File: src/rtl/nec_ir_decoder.sv
// NEC IR frame decoder feeding 32-bit direction codes to the snake game core.
// Pulse widths are measured between synchronised edges and classified against NEC unit windows.
module nec_ir_decoder #(
  parameter int CLKS_PER_UNIT  = 28125,
  parameter bit CHECK_ADDR_INV = 1'b1
) (
  input  logic        game_clk,
  input  logic        reset_n,
  input  logic        ir_in,
  output logic [31:0] direction,
  output logic        code_valid,
  output logic        repeat_p,
  output logic        frame_err
);

  localparam int W = $clog2(20*CLKS_PER_UNIT+1);

  localparam logic [W-1:0] BURST_MIN = W'(CLKS_PER_UNIT/2);
  localparam logic [W-1:0] BURST_MAX = W'((3*CLKS_PER_UNIT)/2);
  localparam logic [W-1:0] SP1_MIN   = W'(2*CLKS_PER_UNIT);
  localparam logic [W-1:0] SP1_MAX   = W'(4*CLKS_PER_UNIT);
  localparam logic [W-1:0] LEAD_MIN  = W'(14*CLKS_PER_UNIT);
  localparam logic [W-1:0] LEAD_MAX  = W'(18*CLKS_PER_UNIT);
  localparam logic [W-1:0] LHF_MIN   = W'(6*CLKS_PER_UNIT);
  localparam logic [W-1:0] LHF_MAX   = W'(10*CLKS_PER_UNIT);
  localparam logic [W-1:0] LHR_MIN   = W'(3*CLKS_PER_UNIT);
  localparam logic [W-1:0] LHR_MAX   = W'(5*CLKS_PER_UNIT);
  localparam logic [W-1:0] WIDTH_SAT = W'(20*CLKS_PER_UNIT);

  // IDLE wait | LEAD_LO/LEAD_HI leader | BIT_LO/BIT_HI data | STOP final burst | REP_STOP repeat burst
  typedef enum logic [2:0] {IDLE, LEAD_LO, LEAD_HI, BIT_LO, BIT_HI, STOP, REP_STOP} state_t;

  state_t         state, state_n;
  logic           ir_s1, ir_s2, ir_d;
  logic           fall, rise, any_edge;
  logic [W-1:0]   width;
  logic [4:0]     bit_cnt, bit_cnt_n;
  logic [31:0]    shreg, shreg_n, direction_n;
  logic           have_code, have_code_n;
  logic           code_valid_n, repeat_p_n, frame_err_n;
  logic           cmd_ok, addr_ok;

  function automatic logic in_win(input logic [W-1:0] w, input logic [W-1:0] lo,
                                  input logic [W-1:0] hi);
    return (w >= lo) && (w <= hi);
  endfunction

  assign fall     = ir_d & ~ir_s2;
  assign rise     = ~ir_d & ir_s2;
  assign any_edge = fall | rise;
  assign cmd_ok   = (shreg[15:8] == ~shreg[7:0]);
  assign addr_ok  = !CHECK_ADDR_INV || (shreg[31:24] == ~shreg[23:16]);

  always_ff @(posedge game_clk) begin
    if (!reset_n) begin
      ir_s1      <= 1'b1;
      ir_s2      <= 1'b1;
      ir_d       <= 1'b1;
      width      <= '0;
      state      <= IDLE;
      bit_cnt    <= '0;
      shreg      <= '0;
      direction  <= '0;
      have_code  <= 1'b0;
      code_valid <= 1'b0;
      repeat_p   <= 1'b0;
      frame_err  <= 1'b0;
    end else begin
      ir_s1      <= ir_in;
      ir_s2      <= ir_s1;
      ir_d       <= ir_s2;
      if (any_edge)
        width <= '0;
      else if (width != WIDTH_SAT)
        width <= width + 1'b1;
      state      <= state_n;
      bit_cnt    <= bit_cnt_n;
      shreg      <= shreg_n;
      direction  <= direction_n;
      have_code  <= have_code_n;
      code_valid <= code_valid_n;
      repeat_p   <= repeat_p_n;
      frame_err  <= frame_err_n;
    end
  end

  always_comb begin
    state_n      = state;
    bit_cnt_n    = bit_cnt;
    shreg_n      = shreg;
    direction_n  = direction;
    have_code_n  = have_code;
    code_valid_n = 1'b0;
    repeat_p_n   = 1'b0;
    frame_err_n  = 1'b0;

    unique case (state)
      IDLE: if (fall) state_n = LEAD_LO;
      LEAD_LO: if (rise) begin
        if (in_win(width, LEAD_MIN, LEAD_MAX)) begin
          state_n = LEAD_HI;
        end else begin
          // Short lows are treated as noise and dropped without complaint.
          state_n     = IDLE;
          frame_err_n = (width >= LEAD_MIN);
        end
      end
      LEAD_HI: if (fall) begin
        if (in_win(width, LHF_MIN, LHF_MAX)) begin
          state_n   = BIT_LO;
          bit_cnt_n = '0;
        end else if (in_win(width, LHR_MIN, LHR_MAX)) begin
          state_n = REP_STOP;
        end else begin
          state_n     = IDLE;
          frame_err_n = 1'b1;
        end
      end
      BIT_LO: if (rise) begin
        if (in_win(width, BURST_MIN, BURST_MAX)) begin
          state_n = BIT_HI;
        end else begin
          state_n     = IDLE;
          frame_err_n = 1'b1;
        end
      end
      BIT_HI: if (fall) begin
        if (in_win(width, BURST_MIN, BURST_MAX) || in_win(width, SP1_MIN, SP1_MAX)) begin
          shreg_n   = {shreg[30:0], in_win(width, SP1_MIN, SP1_MAX)};
          bit_cnt_n = bit_cnt + 5'd1;
          state_n   = (bit_cnt == 5'd31) ? STOP : BIT_LO;
        end else begin
          state_n     = IDLE;
          frame_err_n = 1'b1;
        end
      end
      STOP: if (rise) begin
        state_n = IDLE;
        if (in_win(width, BURST_MIN, BURST_MAX) && cmd_ok && addr_ok) begin
          direction_n  = shreg;
          code_valid_n = 1'b1;
          have_code_n  = 1'b1;
        end else begin
          frame_err_n = 1'b1;
        end
      end
      REP_STOP: if (rise) begin
        state_n = IDLE;
        if (in_win(width, BURST_MIN, BURST_MAX) && have_code)
          repeat_p_n = 1'b1;
        else
          frame_err_n = 1'b1;
      end
      default: state_n = IDLE;
    endcase

    // A saturated width means the line stalled; abort once and park in IDLE.
    if (state != IDLE && !any_edge && width == WIDTH_SAT) begin
      state_n      = IDLE;
      code_valid_n = 1'b0;
      repeat_p_n   = 1'b0;
      frame_err_n  = 1'b1;
    end
  end

endmodule

File: config.mk
export PLATFORM = sky130hd
export DESIGN_NAME = nec_ir_decoder
export DESIGN_NICKNAME = d
export VERILOG_FILES = /design/src/rtl/nec_ir_decoder.sv
export SDC_FILE = /design/constraint.sdc
export NUM_CORES = 1
export LEC_CHECK = 0
export BUFFER_PORTS_ARGS = -buffer_cell sky130_fd_sc_hd__buf_2
export CORE_MARGIN = 3
export CORE_UTILIZATION = 50
export DETAILED_ROUTE_END_ITERATION = 8
export HOLD_SLACK_MARGIN = 0.1
export PLACE_DENSITY = 0.69
export SLEW_MARGIN = 20
export SYNTH_ARGS = -nofsm -noshare
export SYNTH_HDL_FRONTEND = slang
export SYNTH_SLANG_ARGS = --single-unit
File: constraint.sdc
create_clock -name game_clk -period 3.5 [get_ports game_clk]
set_input_delay 0.7 -clock game_clk [delete_from_list [all_inputs] [get_ports game_clk]]
set_output_delay 0.7 -clock game_clk [all_outputs]
set_load 0.01 [all_outputs]
==> flow_metrics.env <==
export IMPL_worst_pin_slew_ns=0.768
export IMPL_p_leak_nw=1.94
export IMPL_antenna_found_initial=0
export IMPL_whs_ns=0.421
export IMPL_ios=38
export IMPL_setup_tns_ns=0
export IMPL_first_pass_iters=4
export IMPL_hp_class="reg -> reg"
export IMPL_final_common_cell="nand2_1"
export IMPL_final_area_mm2=0.00569
export IMPL_synth_top_area_frac=0.377
export IMPL_p_int_mw=1.43
export IMPL_wl_per_cell_um=16.1
export IMPL_dieWidth_um=109
export IMPL_grt_pass1_wl_mm=21.9
export IMPL_powerDensity_mw_per_mm2=339
export IMPL_cts_resized=0
export IMPL_tritoncts="built"
export IMPL_final_cell_mix="124 x nand2_1, 99 x dfxtp_1, 56 x nand3_1, 42 x nor2_1, 37 x buf_2"
export IMPL_drive_above_1_share=0.160
export IMPL_synth_async_reset_ratio=0
export IMPL_hold_viol=0
export IMPL_comb_power_share=0.041
export IMPL_insertion_delay_ns=0.38
export IMPL_nNetsFinal=690
export IMPL_hpwl_mm=9.16
export IMPL_ctsHoldBuffers=0
export IMPL_yosys_warnings=0
export IMPL_areaGrowthSynthToFinish_pct=8.28
export IMPL_crit_arrival_ns=3.25
export IMPL_core_mm2=0.0100
export IMPL_grt_pass1_vias=4323
export IMPL_required_ns=3.80
export IMPL_initial_core_util=0.526
export IMPL_worst_path_max_fanout=67
export IMPL_die_area_mm2=0.0118
export IMPL_period_share=0.844
export IMPL_ys_dominant_reg_cell="dfxtp_1"
export IMPL_crit_type="reg -> reg"
export IMPL_syn_area_mm2=0.00526
export IMPL_ir_worst_vdd_mv=0.221
export IMPL_ys_seq_area_frac=0.377
export IMPL_gp_congestion=0.984
export IMPL_wirelength_mm=13.1
export IMPL_rrSetupSlack_ns=0.54
export IMPL_avgViaCountPerCell=5.76
export IMPL_rsz0062_at_grt="no"
export IMPL_placed_cell_area_mm2=0.00552
export IMPL_synth_edf_count=0
export IMPL_synth_area_leaders="dfxtp_1 38%, nand2_1 8.9%, nand3_1 5.3%, a21oi_2 4.8%, xor2_1 3.2%"
export IMPL_drv_cap=0
export IMPL_pwr_share_seq=0.597
export IMPL_grt_overflow=0
export IMPL_vias=4700
export IMPL_ys_types=66
export IMPL_setup_viol_count_final=0
export IMPL_drc=0
export IMPL_grtUsageTotal=0.230
export IMPL_die_h_um=109
export IMPL_root_buffer="clkbuf_8"
export IMPL_synth_area_per_cell_um2=7.85
export IMPL_clk_pin_slew_ns=0.11
export IMPL_htree_levels=3
export IMPL_port_buffer_count=37
export IMPL_fmax_mhz=338
export IMPL_insertedDiodeCount=0
export IMPL_synth_seq_cells=99
export IMPL_fin_worst_skew_ns=0.0163
export IMPL_cts_buffers=9
export IMPL_grt_start_max_net_pins=74
export IMPL_switchingPower_mw=0.507
export IMPL_post_cts_buffers=0
export IMPL_end_kind="flop"
export IMPL_drt_initial_drc_count=236
export IMPL_period_needed_ns=2.96
export IMPL_drv_slew=0
export IMPL_fp_row_count=36
export IMPL_clk_path_buf_depth=2
export IMPL_syn_nets=682
export IMPL_start_kind="flop"
export IMPL_clock_sinks=99
export IMPL_syn_inst=670
export IMPL_outcome="finished, final reports clean"
export IMPL_final_antenna_net_count=0
export IMPL_clkPwrFrac=0.362
export IMPL_p_sw_frac=0.262
export IMPL_slew_headroom=0.483
export IMPL_yosysTopAreaCell="dfxtp_1"
==> worst paths after layout <==
path,startpoint,end,cells past startpoint
max reg2reg,width[17],bit_cnt[0],8
min,ir_s1,ir_s2,1
max,width[17],bit_cnt[0],8
min reg2reg,ir_s1,ir_s2,1
==> power groups by stage <==
| stage | sequential, mW | combinational, mW | clock [mW] |
|---|---|---|---|
| floorplan | 1.17 | 0.0700 | 0 |
| global placement | 1.18 | 0.0767 | 0 |
| detailed placement | 1.18 | 0.0783 | 0 |
| CTS | 1.15 | 0.0791 | 0.712 |
| global route | 1.16 | 0.0879 | 0.758 |
| finish | 1.15 | 0.0793 | 0.700 |
==> flip-flops by register name, summed over array words and instances (netlist names) <==
| register | cells |
|---|---|
| bit_cnt | 5 |
| code_valid | 1 |
| direction | 32 |
| frame_err | 1 |
| have_code | 1 |
| ir_d | 1 |
| ir_s1 | 1 |
| ir_s2 | 1 |
| repeat_p | 1 |
| shreg | 32 |
| state | 3 |
| width | 20 |
==> metal layers <==
layer  vias up  share of wire  global-route usage
met5         -              0                   0
met4         0          0.014              0.0848
met3        16          0.053              0.0442
met2       113           0.45               0.342
met1      2206           0.49               0.330
li1       2365              -                   -
==> through the flow <==
step            util  total power, mW  std cells  worst slack, ns
6_report       0.569             1.93        816            0.545
5_1_grt        0.569             2.00        816            0.424
4_1_cts        0.569             1.94        816            0.545
3_5_place_dp   0.552             1.26        800            0.598
3_3_place_gp   0.552             1.25        800            0.651
2_1_floorplan      -             1.24        670            0.671
==> Yosys cell counts (all sizes together) (4+ instances only) <==
library cell	count
nand2	124
or4	4
nand4	12
o21ai	48
ha	9
dfxtp	99
nor3	14
nor3b	5
and2	4
nand4b	5
o21a	5
or3	6
a31oi	7
inv	12
nor4	9
nor2	42
nand2b	5
clkbuf	44
o211ai	6
or4b	4
a211oi	4
nor2b	6
nand3	56
nor4bb	4
and3	7
xnor2	13
buf	13
mux2i	4
a21oi	43
xor2	19
==> area by class of cell <==
class,instances,area (um2)
timing repair buffer,54,338
multi-input combinational,501,2980
tap,133,166
inverter,13,48.8
clock inverter,6,47.5
sequential,99,1980
fill,972,4310
clock buffer,10,128
==> cells by family after synthesis <==
kind of cell	after synthesis	share of synthesized area
adders and majority gates	9	0.0214
xor gates and xnor gates	32	0.0533
and+or+nand+nor	316	0.295
DFF	99	0.377
muxes	4	0.00762
buffers and inverters	70	0.0574
AOI/OAI and AO/OA	140	0.188
==> critical path, cell delays in order, from the launching register on <==
cell and delay, ns:
dfxtp_1 0.33, or4b_1 0.55, or4_1 0.57, or3_4 0.42
a31oi_4 0.30, o211ai_4 0.11, buf_12 0.21, nor2b_1 0.17
a211oi_2 0.20
(Power assumes the default switching activity.)
